## src/rtl/xswitch_egress_buffer.sv

```systemverilog
// rtl/xswitch_egress_buffer.sv - egress FIFO for one xswitch output port with address filtering
module xswitch_egress_buffer #(
    parameter int DATA_WIDTH = 8,
    parameter int ADDR_WIDTH = 2,
    parameter int DEPTH      = 4,
    parameter int PORT_ID    = 0
) (
    input  logic                     clk,
    input  logic                     reset,
    input  logic [DATA_WIDTH-1:0]    data_out,
    input  logic [ADDR_WIDTH-1:0]    addr_out,
    input  logic                     data_rdy,
    output logic                     data_read,
    output logic                     rcv_rdy,
    output logic                     m_valid,
    output logic [DATA_WIDTH-1:0]    m_data,
    output logic [ADDR_WIDTH-1:0]    m_addr,
    input  logic                     m_ready,
    output logic [$clog2(DEPTH):0]   count,
    output logic [7:0]               misroute_cnt
);

    localparam int PW = $clog2(DEPTH);
    localparam int CW = PW + 1;
    localparam int EW = DATA_WIDTH + ADDR_WIDTH;
    localparam logic [CW-1:0]         FULL_LEVEL = CW'(DEPTH);
    localparam logic [ADDR_WIDTH-1:0] OWN_ADDR   = ADDR_WIDTH'(PORT_ID);

    typedef enum logic {S_IDLE, S_ACK} state_t;

    state_t          state;
    state_t          state_nxt;
    logic [PW-1:0]   wr_ptr;
    logic [PW-1:0]   rd_ptr;
    logic [EW-1:0]   mem [DEPTH];

    logic accept;
    logic push;
    logic misroute;
    logic pop;

    always_ff @(posedge clk or posedge reset) begin
        if (reset) begin
            state <= S_IDLE;
        end else begin
            state <= state_nxt;
        end
    end

    // The ACK cycle is mandatory so a single presentation is never taken twice.
    always_comb begin
        state_nxt = state;
        case (state)
            S_IDLE:  if (data_rdy && rcv_rdy) state_nxt = S_ACK;
            S_ACK:   state_nxt = S_IDLE;
            default: state_nxt = S_IDLE;
        endcase
    end

    always_comb begin
        data_read = 1'b0;
        rcv_rdy   = 1'b0;
        case (state)
            S_IDLE:  rcv_rdy   = !reset && (count < FULL_LEVEL);
            S_ACK:   data_read = 1'b1;
            default: begin
                data_read = 1'b0;
                rcv_rdy   = 1'b0;
            end
        endcase
    end

    assign accept   = (state == S_IDLE) && data_rdy && rcv_rdy;
    assign push     = accept && (addr_out == OWN_ADDR);
    assign misroute = accept && (addr_out != OWN_ADDR);

    assign m_valid  = (count != '0);
    assign pop      = m_valid && m_ready;
    assign {m_addr, m_data} = mem[rd_ptr];

    always_ff @(posedge clk) begin
        if (push) begin
            mem[wr_ptr] <= {addr_out, data_out};
        end
    end

    // Pointers wrap naturally because DEPTH is a power of two.
    always_ff @(posedge clk or posedge reset) begin
        if (reset) begin
            wr_ptr <= '0;
            rd_ptr <= '0;
            count  <= '0;
        end else begin
            if (push) wr_ptr <= wr_ptr + PW'(1);
            if (pop)  rd_ptr <= rd_ptr + PW'(1);
            if (push && !pop)      count <= count + CW'(1);
            else if (pop && !push) count <= count - CW'(1);
        end
    end

    always_ff @(posedge clk or posedge reset) begin
        if (reset) begin
            misroute_cnt <= 8'd0;
        end else if (misroute && (misroute_cnt != 8'hFF)) begin
            misroute_cnt <= misroute_cnt + 8'd1;
        end
    end

endmodule

```

## config.mk

```make
export PLATFORM = sky130hd
export DESIGN_NAME = xswitch_egress_buffer
export DESIGN_NICKNAME = d
export VERILOG_FILES = /design/src/rtl/xswitch_egress_buffer.sv
export SDC_FILE = /design/constraint.sdc
export NUM_CORES = 1
export LEC_CHECK = 0
export ABC_AREA = 1
export ABC_CLOCK_PERIOD_IN_PS = 1700
export CAP_MARGIN = 25
export CORE_MARGIN = 4
export CORE_UTILIZATION = 46
export CTS_BUF_LIST = sky130_fd_sc_hd__clkbuf_16
export DETAILED_ROUTE_END_ITERATION = 10
export PLACE_DENSITY = 0.73
export SYNTH_ARGS = -nofsm -noshare
export SYNTH_HDL_FRONTEND = slang
export SYNTH_SLANG_ARGS = --single-unit
```

## constraint.sdc

```tcl
create_clock -name clk -period 1.7 [get_ports clk]
set_clock_uncertainty 0.1 [all_clocks]
set_input_delay 0.255 -clock clk [delete_from_list [all_inputs] [get_ports clk]]
set_output_delay 0.255 -clock clk [all_outputs]
set_load 0.01 [all_outputs]
```

# Yosys cells after proc, flatten, opt, wreduce, memory -nomap -nowiden
# Memory sizes are Yosys's and may differ from the RTL's.
# Index checks and enable logic that the tools add are counted.
# W data, S select, Z words.
# word_totals
reg_bits,16
ramBits,40
in_bits,14
out_inout_bits,24
wordCells,39
n_memories,1
# memory_table
name,depth,word_bits,read_ports,rd_clocked_by_memory_dff,write_ports,line,source
mem,4,10,1,0,1,35,logic [EW-1:0] mem [DEPTH];
# classes
add_sub_neg,5
magnitude_cmp,1
eq_ne,1
mux,8
n_bitwise,1
reduce_logical,17
# op_table
operator,n
$logic_and A1 B1 Y1,10
$add A8 B1 Y8 const B,1
$ne A8 B8 Y1 const B,1
$mux W3,2
$mux W1,5
$add A2 B1 Y2 const B,2
$reduce_bool A2 Y1,2
$add A3 B1 Y3 const B,1
$logic_not A1 Y1,3
$lt A3 B3 Y1 const B,1
$reduce_bool A3 Y1,1
$sub A3 B1 Y3 const B,1
$logic_not A2 Y1,1
$pmux W1 S2,1
$not A1 Y1,1

# Depth between registers and ports, before layout
# depth
ltp_word,9
ltp_mapped,9
ltp_nobuf,9

# Worst setup path before layout
# OpenSTA, ideal clock, no wires.
# synth_timing
kind,register to register
startpoint,reg state
endpoint,reg count[2]
setup_ps,131
arrival_time_ps,1765
required_ps,1469
setup_slack_ps,-296
path_stages_with_launch,10
n_path_buf,0
period_less_slack_ps,1996
cell_sequence,dfrtp_1 nor2_2 nand3_2 nor2_4 ha_1 inv_1 fa_1 a21oi_1 o21ai_0 xor2_1
# synth_via
elab_chain_cells,7
elab_cells_between_ends,10
cone_classes,mux: 2; bitwise: 1; reduce/logical: 7
# synth_lines
item,line,source
start: declaration,31,state_t state;
start signal: assignment,46,state <= state_nxt;
$not A1 Y1,-,
$logic_and A1 B1 Y1,73,assign accept = (state == S_IDLE) && data_rdy && rcv_rdy;
$logic_and A1 B1 Y1 *,73,
$logic_and A1 B1 Y1 *,74,assign push = accept && (addr_out == OWN_ADDR);
net push,38,logic push;
$logic_not A1 Y1,97,else if (pop && !push) count <= count - CW'(1);
$logic_and A1 B1 Y1,97,
$reduce_bool A2 Y1 (no source line),-,
end signal: assignment,96,if (push && !pop) count <= count + CW'(1);
end signal: assignment,97,
end: declaration,19,"output logic [$clog2(DEPTH):0] count,"
# Mark *: on every way through the listed nets, which the timed path passes. The rest lies on a longest branch.
# A chain may end at the register's enable or synchronous reset.

# Final worst setup path
# Same ends and word-level chain as after synthesis.

==> impl_metrics.json <==
{
  "synthArstFlopShare_pct": 28.57,
  "grt_pass1_vias": 1814,
  "io_buffer_count": 37,
  "grt_usage_pct": 18.34,
  "p_per_area_mw_per_mm2": 1432,
  "cts_sinks": 56,
  "cts_buffers": 5,
  "antenna_found_initial": 0,
  "cpPeakStageDelay_ns": 0.40,
  "post-route-period-util_pct": 111.5,
  "yosysTopAreaCellShare_pct": 48.27,
  "start_kind": "flop",
  "layout_setup_ws_ns": -0.1959,
  "syn-instance-count": 227,
  "ys_seq_area_share_pct": 64.35,
  "cp.required_ns": 1.78,
  "fin_nets": 329,
  "synth_area_sq_mm": 0.002489,
  "setup_viol": 48,
  "maxCapViolCount": 0,
  "criticalPathCategory": "flop to flop",
  "vias": 1873,
  "fp.dieH_um": 81.56,
  "p_leak_nw": 1.488,
  "drcViolationCount": 0,
  "cts_tree": "built",
  "status": "finished, violations left",
  "max_slew.worst_pin.slew_ns": 0.2492,
  "drtIter0Drc": 85,
  "min_period_ns": 1.896,
  "slowest_stage": "dfrtp_1",
  "peakVddDrop_uv": 719.1,
  "die-area_sq_mm": 0.006651,
  "critPathCaptureType": "flop",
  "synthTopCellsByArea": "edfxtp_1 (48%), dfrtp_1 (16%), nand2_1 (6.2%)",
  "tns_ns": -4.675,
  "worstPathArrival_ns": 1.97,
  "cp_max_fo": 2,
  "area_delta_synth_final_pct": 44.04,
  "totalWireLength_um": 5827,
  "synthDistinctLibCells": 27,
  "synth_top_area_cell": "edfxtp_1",
  "via_per_inst": 4.942,
  "fin_util_pct": 69.30,
  "diodes": 0,
  "cts_max_path_buffers": 2,
  "drtPass1Iterations": 4,
  "hp-class": "input pin to flop",
  "max_freq_mhz": 527.5,
  "synthTopCellsByCount": "nand2_1 (41), edfxtp_1 (40), nor2_1 (29)",
  "cts_max_level": 2,
  "hold_viol": 0,
  "hold_slack_ns": 0.2787,
  "chipWidth_um": 81.56,
  "grt.overflow.total": 0,
  "ys_warn_count": 0,
  "clk_pin_slew_ns": 0.07,
  "wire_per_inst_um": 15.37,
  "synth_fp_nets": 248,
  "postSynthAreaPerCell_sq_um": 10.96,
  "yosysMostFrequentCell": "nand2_1",
  "crit_chain": "nor2_2 > nand3_2 > nor2_4 > ha_4 > inv_2 > fa_2 > a21oi_2 > o21ai_1 > xor2_1",
  "fill_cells": 370,
  "globalplace.congestion": 0.7874,
  "fp-row-count": 26,
  "slew_headroom_pct": 83.32,
  "drive_above_1_share_pct": 33.98,
  "critical_path.top_delay_family": "adder cells",
  "violations": "negative setup slack",
  "insertion_delay_ns": 0.30,
  "cts-root-buf": "clkbuf_16",
  "drv_slew": 0,
  "core-area_sq_mm": 0.005172,
  "ant_nets": 0,
  "synth_ff_type": "edfxtp_1",
  "grt_pass1_wl_um": 8976,
  "ios": 38,
  "synth_seq_cells": 56,
  "path_buf_inv": 1,
  "synth_edf_count": 40,
  "grt_max_degree": 22,
  "rsz0062_at_grt": "true",
  "hpwl_um": 3729,
  "initial_core_util_pct": 48.11
}
==> what timing repair did <==
action	in CTS	in global routing
resized for setup	83	39
endpoints found under the hold margin	2	0
hold buffers	1	0
buffers inserted	5	6
cloned	1	0
endpoints found under the setup margin	57	60
pin swaps	9	9
==> cell usage in the layout (no fill, tap or decap), types with 2 or more instances in the layout <==
cell             netlist  final
buf_12                 0      2
buf_2                  1     10
buf_4                  1     26
buf_6                  0     14
clkbuf_16              0      5
clkdlybuf4s50_1        0     20
clkinvlp_4             0      2
dfrtp_1               16     12
dfrtp_2                0      4
dlygate4sd2_1          0      3
dlymetal6s2s_1         0      3
edfxtp_1              40     40
ha_1                   6      5
inv_1                 23     19
inv_2                  0      4
nand2_1               41     40
nand2_2                1      2
nand3_1               10     10
nand4_1                2      2
nor2_1                29     19
nor2_2                 1      3
nor2_4                 3     11
o21ai_0               23      5
o21ai_1                0     11
o21ai_2                0      6
o22ai_1               10      6
o22ai_2                0      4
xor2_1                 5      5
==> through the flow <==
stage / setup slack, ns / std cells / instance area (sq um) / total power, mW
2_1_floorplan: -0.2414 / 227 / 2514 / 2.737
3_3_place_gp: -0.5515 / 358 / 3186 / 3.733
3_5_place_dp: -0.6075 / 358 / 3186 / 3.801
4_1_cts: -0.1463 / 373 / 3433 / 4.836
5_1_grt: -0.2717 / 379 / 3585 / 5.423
6_report: -0.1959 / 379 / 3585 / 5.134
==> cells by family after synthesis <==
family | synth area share (%)
AND/OR/NAND/NOR | 16.99
adder cells (fa/ha/maj) | 3.821
AO/OA/AOI/OAI | 7.340
buffers and inverters | 4.927
XOR/XNOR | 2.112
multiplexers | 0.4525
flip-flops | 64.35
==> flip-flops by register name, summed over array words and instances, names as in the netlist <==
| register | flops |
|---|---|
| mem | 40 |
| misroute_cnt | 8 |
| count | 3 |
| rd_ptr | 2 |
| wr_ptr | 2 |
| state | 1 |
==> power breakdown <==
part / internal (mW) / total [mW] / switching [mW]
sequential: 1.62 / 1.77 / 0.151
combinational: 1.14 / 2.34 / 1.21
clock: 0.544 / 1.02 / 0.475
==> routing by layer <==
metal	wire [um]	global-route usage, %	share of wire, %	vias up
met1	2435	22.45	42	897
met2	3071	32.08	53	42
met5	0	0	0	-
li1	-	-	-	929
met4	76	6.419	1.3	0
met3	245	3.728	4.2	5
==> area by class of cell <==
cell class                      instances  area (sq um)  area share (%)
Inverter                               24         95.09           2.653
Clock inverter                          3         20.02          0.5585
Tap cell                               70         87.58           2.443
Clock buffer                            5         125.1           3.490
Multi-Input combinational cell        140         913.4           25.48
Sequential cell                        56          1607           44.82
Timing Repair Buffer                   81         737.0           20.56
==> path summary, 6_finish.rpt <==
check | start | end | slack (ns) | cells after the start
setup / recovery | state$_DFF_PP0_ | count[2]$_DFFE_PP0P_ | -0.20 | 9
hold / removal | addr_out[0] | mem[0][8]$_DFFE_PP_ | 0.28 | 1
setup reg to reg | state$_DFF_PP0_ | count[2]$_DFFE_PP0P_ | -0.20 | 9
hold reg to reg | wr_ptr[0]$_DFFE_PP0P_ | wr_ptr[0]$_DFFE_PP0P_ | 0.45 | 1
max in group asynchronous | reset | misroute_cnt[4]$_DFFE_PP0P_ | 0.62 | 4
min in group asynchronous | reset | misroute_cnt[0]$_DFFE_PP0P_ | 0.46 | 3
No activity file was read; power rests on OpenSTA's default activity.
